**src/rtl/player_timer.sv**
```systemverilog
// player_timer: one player's BCD countdown (MM:SS) for the chess clock.
//   CLK      system clock
//   CLR      asynchronous active-high reset; reloads INIT_MIN:INIT_SEC
//   CE       single-cycle time-base tick; PRESCALE ticks make one second
//   ENABLE   this player's turn enable from the switch block
//   LOAD     synchronous reload of the initial time, returns to IDLE
//   MIN_TENS/MIN_ONES/SEC_TENS/SEC_ONES  BCD digits of remaining time
//   END      registered level, set when time reaches 00:00
//   RUNNING  registered, high while the state is RUN
// Optional build macro FISCHER_INC_EN: adds INC_SEC seconds when a turn
// ends (RUN -> PAUSE), saturating at 99:59.
module player_timer #(
  parameter int INIT_MIN = 5,
  parameter int INIT_SEC = 0,
  parameter int PRESCALE = 1000,
  parameter int INC_SEC  = 2
) (
  input  logic       CLK,
  input  logic       CLR,
  input  logic       CE,
  input  logic       ENABLE,
  input  logic       LOAD,
  output logic [3:0] MIN_TENS,
  output logic [3:0] MIN_ONES,
  output logic [3:0] SEC_TENS,
  output logic [3:0] SEC_ONES,
  output logic       END,
  output logic       RUNNING
);
  localparam int PW = $clog2(PRESCALE);
  localparam logic [PW-1:0] P_LAST = PW'(PRESCALE - 1);
  localparam logic [3:0] I_MT = 4'(INIT_MIN / 10);
  localparam logic [3:0] I_MO = 4'(INIT_MIN % 10);
  localparam logic [3:0] I_ST = 4'(INIT_SEC / 10);
  localparam logic [3:0] I_SO = 4'(INIT_SEC % 10);

  typedef enum logic [1:0] {IDLE, RUN, PAUSE, EXPIRED} state_t;

  state_t        state, state_nx;
  logic [PW-1:0] presc, presc_nx;
  logic [3:0]    mt, mo, st, so;
  logic [3:0]    mt_nx, mo_nx, st_nx, so_nx;
  logic [3:0]    mt_dec, mo_dec, st_dec, so_dec;
  logic          end_q, end_nx, run_q;
  logic          is_zero, dec_zero;

  assign MIN_TENS = mt;
  assign MIN_ONES = mo;
  assign SEC_TENS = st;
  assign SEC_ONES = so;
  assign END      = end_q;
  assign RUNNING  = run_q;

  assign is_zero  = (mt == 4'd0) && (mo == 4'd0) && (st == 4'd0) && (so == 4'd0);
  // 00:01 is the only value whose decrement lands on 00:00
  assign dec_zero = (mt == 4'd0) && (mo == 4'd0) && (st == 4'd0) && (so == 4'd1);

  // One-second BCD decrement with borrow ripple; only used when not zero
  always_comb begin
    mt_dec = mt;
    mo_dec = mo;
    st_dec = st;
    so_dec = so;
    if (so != 4'd0) so_dec = so - 4'd1;
    else begin
      so_dec = 4'd9;
      if (st != 4'd0) st_dec = st - 4'd1;
      else begin
        st_dec = 4'd5;
        if (mo != 4'd0) mo_dec = mo - 4'd1;
        else begin
          mo_dec = 4'd9;
          mt_dec = mt - 4'd1;
        end
      end
    end
  end

`ifdef FISCHER_INC_EN
  logic [3:0] mt_inc, mo_inc, st_inc, so_inc;
  logic [7:0] s_sum, m_sum;
  // Increment done in binary then split back into BCD; operands are tiny
  always_comb begin
    s_sum = 8'(st) * 8'd10 + 8'(so) + 8'(INC_SEC);
    m_sum = 8'(mt) * 8'd10 + 8'(mo);
    if (s_sum >= 8'd60) begin
      s_sum = s_sum - 8'd60;
      m_sum = m_sum + 8'd1;
    end
    if (m_sum > 8'd99) begin
      m_sum = 8'd99;
      s_sum = 8'd59;
    end
    mt_inc = 4'(m_sum / 8'd10);
    mo_inc = 4'(m_sum % 8'd10);
    st_inc = 4'(s_sum / 8'd10);
    so_inc = 4'(s_sum % 8'd10);
  end
`endif

  always_comb begin
    state_nx = state;
    presc_nx = presc;
    end_nx   = end_q;
    mt_nx    = mt;
    mo_nx    = mo;
    st_nx    = st;
    so_nx    = so;
    case (state)
      IDLE: begin
        // zero initial time expires immediately, regardless of ENABLE
        if (is_zero) begin
          state_nx = EXPIRED;
          end_nx   = 1'b1;
        end else if (ENABLE) state_nx = RUN;
      end
      RUN: begin
        if (!ENABLE) begin
          state_nx = PAUSE;
`ifdef FISCHER_INC_EN
          mt_nx = mt_inc;
          mo_nx = mo_inc;
          st_nx = st_inc;
          so_nx = so_inc;
`endif
        end else if (CE) begin
          if (presc == P_LAST) begin
            presc_nx = '0;
            mt_nx = mt_dec;
            mo_nx = mo_dec;
            st_nx = st_dec;
            so_nx = so_dec;
            if (dec_zero) begin
              state_nx = EXPIRED;
              end_nx   = 1'b1;
            end
          end else presc_nx = presc + PW'(1);
        end
      end
      PAUSE:   if (ENABLE) state_nx = RUN;
      default: ;
    endcase
    if (LOAD) begin
      state_nx = IDLE;
      presc_nx = '0;
      end_nx   = 1'b0;
      mt_nx    = I_MT;
      mo_nx    = I_MO;
      st_nx    = I_ST;
      so_nx    = I_SO;
    end
  end

  always_ff @(posedge CLK or posedge CLR) begin
    if (CLR) begin
      state <= IDLE;
      presc <= '0;
      end_q <= 1'b0;
      run_q <= 1'b0;
      mt    <= I_MT;
      mo    <= I_MO;
      st    <= I_ST;
      so    <= I_SO;
    end else begin
      state <= state_nx;
      presc <= presc_nx;
      end_q <= end_nx;
      run_q <= (state_nx == RUN);
      mt    <= mt_nx;
      mo    <= mo_nx;
      st    <= st_nx;
      so    <= so_nx;
    end
  end
endmodule

```
**config.mk**
```make
export PLATFORM = sky130hd
export DESIGN_NAME = player_timer
export DESIGN_NICKNAME = d
export VERILOG_FILES = /design/src/rtl/player_timer.sv
export SDC_FILE = /design/constraint.sdc
export NUM_CORES = 1
export LEC_CHECK = 0
export ABC_AREA = 1
export BUFFER_PORTS_ARGS = -buffer_cell sky130_fd_sc_hd__buf_4
export CAP_MARGIN = 10
export CORE_MARGIN = 2
export CORE_UTILIZATION = 35
export CTS_BUF_LIST = sky130_fd_sc_hd__clkbuf_16
export DETAILED_ROUTE_END_ITERATION = 6
export GPL_TIMING_DRIVEN = 0
export SETUP_SLACK_MARGIN = 0.4
export SYNTH_ARGS = -nofsm -noshare
export SYNTH_HDL_FRONTEND = slang
export SYNTH_SLANG_ARGS = --single-unit
```
**constraint.sdc**
```tcl
create_clock -name CLK -period 1.8 [get_ports CLK]
set_clock_uncertainty 0.2 [all_clocks]
set_input_delay 0.18 -clock CLK [delete_from_list [all_inputs] [get_ports CLK]]
set_output_delay 0.18 -clock CLK [all_outputs]
set_load 0.03 [all_outputs]
```
==> results.py, run 1 <==
metrics = {
    "outcome": {
        "status": "finished clean",
    },
    "floorplanning": {
        "rows": 26,
        "start_util_pct": 35.7,
        "die_area_um2": 5700,
        "pin_count": 23,
        "die_h_um": 75.5,
        "core_um2": 5010,
        "die_w_um": 75.5,
    },
    "sta": {
        "max_freq_mhz": 562,
        "slew_viol_final": 0,
        "whs_ns": 0.0255,
        "finalWorstSetupSlack_ns": 0.0191,
        "worst_pin_slew_ns": 0.572,
        "finalSetupViolCount": 0,
        "finalSetupTns_ns": 0,
        "finalCriticalPeriod_ns": 1.78,
        "slew_headroom_pct": 61.8,
        "rsz0062_at_grt": "true",
        "min_period_over_period_pct": 98.9,
        "final-hold-violation-count": 0,
    },
    "cells_and_area": {
        "fin_cells": 369,
        "regArea_um2": 767,
        "nFillCells": 439,
        "final_area_um2": 2910,
        "syn2layout_area_growth_pct": 62.8,
        "multi_input_area_um2": 1160,
        "antennaDiodeCount": 0,
        "final_nets": 308,
        "drive_gt1_share_pct": 53.8,
    },
    "place": {
        "placed_cell_area_um2": 2110,
        "gp_congestion": 0.769,
        "port_buffers": 21,
        "dp_hpwl_mm": 2.67,
        "placed_cells": 318,
        "post-place-ws_ns": -0.0935,
    },
    "min_path": {
        "min_path_type": "in2reg",
    },
    "grt": {
        "grtUsageTotal_pct": 15.8,
        "antenna_found_initial": 0,
        "grt_max_degree": 20,
        "grt_overflow": 0,
        "grt_pass1_wl_mm": 6.74,
        "grt_pass1_vias": 1430,
    },
    "worst_setup_path": {
        "cp-end-kind": "flop",
        "cp_common_cell": "nand2_1",
        "path_cells": "inv_4 > ha_4 > nand2_4 > nand2_1 > inv_1 > nor2_8 > buf_12 > inv_2 > nand2_1 > nand2_1",
        "worstPathArrival_ns": 1.75,
        "slowest_stage": "dfrtp_2",
        "worstPathRequired_ns": 1.77,
        "start_kind": "flop",
        "max_stage_delay_ns": 0.44,
        "path_class": "reg2reg",
        "crit_fanout": 7,
    },
    "clock_tree": {
        "path_clk_slew_ns": 0.05,
        "cts.sinks": 30,
        "cts_tree": "built",
        "clockBufferDepth": 2,
        "root_buffer": "clkbuf_16",
        "cts_max_level": 2,
        "insertion_delay_ns": 0.27,
        "numCtsBuffers": 5,
    },
    "yosys": {
        "ys_seq_area_share_pct": 42.1,
        "ys_warn_count": 0,
        "syn-num-nets": 236,
        "synth.cell_area_um2": 1790,
        "synth.distinct_cells": 31,
        "postSynthAreaPerCell_um2": 7.91,
        "synthCells": 226,
        "ys_ff_latch": 30,
    },
    "routing": {
        "antenna_left": 0,
        "drc": 0,
        "dr_total_vias": 1737,
        "finalWirelength_mm": 4.83,
        "drtIter0Drc": 73,
        "avgViaCountPerCell": 4.71,
        "wl_per_cell_um": 13.1,
        "first_pass_iters": 4,
    },
    "pwr": {
        "p_leak_nw": 1.36,
        "power_density_nw_per_um2": 1380,
        "ir_worst_vdd_mv": 0.977,
    },
    "flow_run": {
        "maxCapViolCount": 0,
    },
}
## power by group
part           switching, mW  internal (mW)
combinational           1.19          0.944
clock                  0.284          0.498
sequential             0.239          0.874
total                   1.72           2.32
## synth_stat cells
cell	instances	area, um^2
buf_6	2	22.5
nor3_1	4	20.0
nand4_1	5	31.3
a211o_1	1	8.76
or2_2	2	12.5
a21boi_0	1	7.51
nor2_4	2	22.5
o21ai_2	8	70.1
nand2_8	1	20.0
o31ai_1	1	7.51
dfrtp_1	28	701
xor2_1	2	17.5
nand3_2	1	10.0
nor2_8	1	20.0
a211oi_1	1	7.51
xnor2_1	2	17.5
ha_1	5	62.6
o211ai_1	1	7.51
nand2_1	52	195
a21oi_1	8	40.0
nand3_1	11	55.1
nor2_2	2	12.5
nand2_4	3	33.8
o21ai_0	13	65.1
nand2_2	2	12.5
nor3b_1	1	7.51
nor2_1	25	93.8
o21bai_1	2	15.0
inv_1	34	128
inv_2	3	11.3
dfstp_2	2	52.6
## critical path: cells and delay by family, from the launching register on
family	cells	cell delay (ns)
and+or+nand+nor	5	0.51
buffers and inverters	4	0.39
adders and majority gates	1	0.14
DFF	1	0.44
## worst paths after layout
kind	start	endpoint	slack (ns)	depth (start not counted)
worst min register to register	MIN_ONES[2]$_DFFE_PP1P_	MIN_ONES[2]$_DFFE_PP1P_	0.31	2
worst max-delay path	SEC_ONES[0]$_DFFE_PP0P_	SEC_TENS[1]$_DFFE_PP0P_	0.02	10
min in group asynchronous	CLR	MIN_ONES[3]$_DFFE_PP0P_	0.32	3
max in group asynchronous	CLR	SEC_ONES[0]$_DFFE_PP0P_	0.57	4
worst max register to register	SEC_ONES[0]$_DFFE_PP0P_	SEC_TENS[1]$_DFFE_PP0P_	0.02	10
worst min-delay path	LOAD	MIN_ONES[0]$_DFFE_PP1P_	0.03	3
## layer usage
layer / track usage (%) / wire length [um]
met5: 0 / 0
met4: 5.07 / 48
met3: 3.70 / 133
met2: 26.6 / 2640
met1: 20.2 / 2010
## layout make-up
cell class                 count  share of cell area [%]
buffer                         2                   0.774
clock buffer                   5                    4.30
clock inverter                 3                   0.430
inverter                      37                    5.33
multi-input combinational    157                    39.8
sequential                    30                    26.3
tap                           70                    3.01
timing repair buffer          64                    19.9
timing repair inverter         1                   0.215
## cells by family after synthesis
family                   synth area share, %
AND/OR/NAND/NOR                         30.6
buffers and inverters                   9.03
AO/OA/AOI/OAI                           12.8
flip-flops                              42.1
adder cells (fa/ha/maj)                 3.50
XOR/XNOR                                1.96
## cells in the final DEF, fill, tap and decap left out, drive strengths merged
cell / count
clkinvlp: 1
xor2: 2
ha: 5
nor3b: 1
inv: 38
nor2: 30
a21boi: 1
o21ai: 21
a211o: 1
o31ai: 1
a211oi: 1
clkinv: 2
buf: 64
o211ai: 1
nand3: 12
dlygate4sd3: 2
a21oi: 8
o21bai: 2
nand4: 5
nor3: 4
dfrtp: 28
dfstp: 2
or2: 2
nand2: 58
xnor2: 2
clkbuf: 5
## repair_timing
item / CTS / global route
hold buffers: 2 / 0
cloned: 1 / 0
buffers inserted: 16 / 24
hold endpoints to repair: 11 / 0
resized for setup: 34 / 61
setup endpoints to repair: 31 / 32
pin swaps: 14 / 30
## through the flow
step | util, % | power [mW]
after global routing | 58.1 | 4.29
after floorplan | - | 2.14
after CTS | 50.5 | 3.59
after detailed placement | 42.2 | 2.55
final | 58.1 | 4.03
after global placement | 41.6 | 2.52
## registers in the layout (all words and copies together), names as in the netlist
register,flops
SEC_TENS,4
END,1
presc,10
RUNNING,1
state,2
MIN_TENS,4
MIN_ONES,4
SEC_ONES,4
(Power assumes the default switching activity.)
==> inputs of run 2 (changes only) <==
Settings changed: PLACE_DENSITY from default to 0.58.
==> results.py, run 2 (synthesis gave the netlist of run 1 again) <==
metrics = {
    "outcome": {
        "status": "finished clean",
    },
    "grt": {
        "grt_max_degree": 31,
        "grtUsageTotal_pct": 16.3,
        "grt_overflow": 0,
        "grt_pass1_vias": 1570,
        "antenna_found_initial": 0,
        "grt_pass1_wl_mm": 6.97,
    },
    "worst_setup_path": {
        "path_cells": "ha_4 > nand2_4 > nor2_4 > nand3_2 > nand2_4 > nand2_8 > nor2_8 > buf_12 > inv_2 > nand2_2 > nand2_1",
        "r2r_cells": 11,
        "r2r-start": "presc[1]$_DFFE_PP0P_",
        "r2r_slack_ns": 0.04,
        "max_stage_delay_ns": 0.39,
        "cp_top_family": "simple AND/OR/NAND/NOR gates",
        "crit_fanout": 7,
        "path_class": "reg2reg",
        "worstPathRequired_ns": 1.77,
        "cp_common_cell": "nand2_4",
        "r2r_end": "SEC_TENS[1]$_DFFE_PP0P_",
        "slowest_stage": "dfrtp_1",
        "worstPathArrival_ns": 1.72,
        "cp-end-kind": "flop",
        "critPathBufInv": 2,
        "start_kind": "flop",
    },
    "cells_and_area": {
        "finish.utilization_pct": 51.1,
        "mostFrequentLayoutCell": "nand2_1",
        "syn2layout_area_growth_pct": 43.1,
        "regMostFlops": "presc",
        "drive_gt1_share_pct": 41.2,
        "final_nets": 288,
        "mostFrequentLayoutCells": "nand2_1 (41), buf_4 (36), inv_1 (30)",
        "largest_reg_flops": 10,
        "antennaDiodeCount": 0,
    },
    "clock_tree": {
        "cts_tree": "built",
        "insertion_delay_ns": 0.27,
        "numCtsBuffers": 5,
        "cts.sinks": 30,
        "root_buffer": "clkbuf_16",
        "path_clk_slew_ns": 0.05,
        "cts_max_level": 2,
        "clockBufferDepth": 2,
    },
    "pwr": {
        "total_power_mw": 3.53,
        "p_int_mw": 2.04,
        "power.share.sequential_pct": 30.4,
        "power_density_nw_per_um2": 1380,
        "p_clk_share_pct": 22.3,
        "p_leak_nw": 1.23,
        "ir_worst_vdd_mv": 0.911,
        "p_comb_share_pct": 47.3,
        "p_sw_share_pct": 42.2,
        "p_switching_mw": 1.49,
    },
    "sta": {
        "slew_viol_final": 0,
        "rsz0062_at_grt": "true",
        "min_period_over_period_pct": 97.6,
        "slew_headroom_pct": 61.2,
        "final-hold-violation-count": 0,
        "finalCriticalPeriod_ns": 1.76,
        "worst_pin_slew_ns": 0.581,
        "finalSetupTns_ns": 0,
        "finalWorstSetupSlack_ns": 0.0438,
        "max_freq_mhz": 569,
        "finalSetupViolCount": 0,
    },
    "floorplanning": {
        "die_w_um": 75.5,
        "die_area_um2": 5700,
        "pin_count": 23,
        "rows": 26,
        "core_um2": 5010,
        "die_h_um": 75.5,
        "start_util_pct": 35.7,
    },
    "place": {
        "port_buffers": 21,
        "gp_congestion": 0.784,
        "dp_hpwl_mm": 2.72,
        "post-place-ws_ns": -0.0991,
    },
    "flow_run": {
        "maxCapViolCount": 0,
    },
    "min_path": {
        "hold_end": "SEC_TENS[2]$_DFFE_PP0P_",
        "worstHoldStart": "LOAD",
        "min_path_cells": 4,
        "min_path_type": "in2reg",
    },
    "routing": {
        "first_pass_iters": 4,
        "finalWirelength_mm": 4.17,
        "wl_per_cell_um": 11.9,
        "drc": 0,
        "drtIter0Drc": 57,
        "avgViaCountPerCell": 4.62,
        "antenna_left": 0,
        "dr_total_vias": 1611,
    },
}
[run 2: cell count changes in the layout (fill, tap and decap cells not counted), moves of 5 or more]
cell	delta
buf_4	-8
buf_6	-13
nand2_1	+5
nor2_1	+6
[run 2: worst min-delay path, stage by stage]
cell and delay, ns:
buf_6 0.11, a21oi_1 0.05, nand2_1 0.06, o21ai_1 0.05
[run 2: repair_timing]
| item | 4_1_cts | 5_1_grt |
|---|---|---|
| pin swaps | 17 | 6 |
| hold endpoints to repair | 2 | 10 |
| gates cloned | 2 | 0 |
| hold buffers | 1 | 1 |
| resized for setup | 23 | 17 |
| setup buffers | 17 | 2 |
| endpoints found under the setup margin | 31 | 31 |
[run 2: worst max path at each step]
stage                                     from                 endpoint  depth (start not counted)
after detailed placement  presc[0]$_DFFE_PP0P_  MIN_TENS[0]$_DFFE_PP0P_                         10
after global routing      presc[0]$_DFFE_PP0P_  MIN_ONES[3]$_DFFE_PP0P_                         10
after global placement    presc[0]$_DFFE_PP0P_  MIN_TENS[1]$_DFFE_PP0P_                         10
after CTS                 presc[0]$_DFFE_PP0P_  MIN_ONES[3]$_DFFE_PP0P_                         10
after floorplan           presc[0]$_DFFE_PP0P_  MIN_TENS[2]$_DFFE_PP0P_                         10
final                     presc[1]$_DFFE_PP0P_  SEC_TENS[1]$_DFFE_PP0P_                         11
[run 2: area by class of cell]
class                      instances  area (um^2)
clock inverter                     3         12.5
clock buffer                       5          125
multi-input combinational        158         1020
fill                             488         2450
buffer                             2         22.5
inverter                          37          146
timing repair inverter             1         6.26
sequential                        30          762
tap                               70         87.6
timing repair buffer              43          372
[run 2: through the flow]
step	cells	cell area, um^2	hold WS [ns]
2_1_floorplan	226	1840	0.0688
3_3_place_gp	317	2080	0.205
3_5_place_dp	317	2080	0.205
4_1_cts	345	2460	0.0259
5_1_grt	349	2560	0.0440
6_report	349	2560	0.0195
[run 2: per-layer routing]
layer / vias to the layer above / share of wire [%] / global-route usage, % / wire (um)
met4: 0 / 1.9 / 8.77 / 79
met1: 757 / 43 / 19.6 / 1800
met2: 22 / 52 / 27.4 / 2150
met5: - / 0 / 0 / 0
li1: 824 / - / - / -
met3: 8 / 3.1 / 3.44 / 130
[run 2: power by group through the flow]
stage	registers (mW)	clock network [mW]	logic (mW)
after global placement	1.08	0	1.44
after floorplan	1.35	0	0.790
after CTS	1.07	0.809	1.62
final	1.07	0.787	1.67
after detailed placement	1.08	0	1.48
after global routing	1.11	0.834	1.86
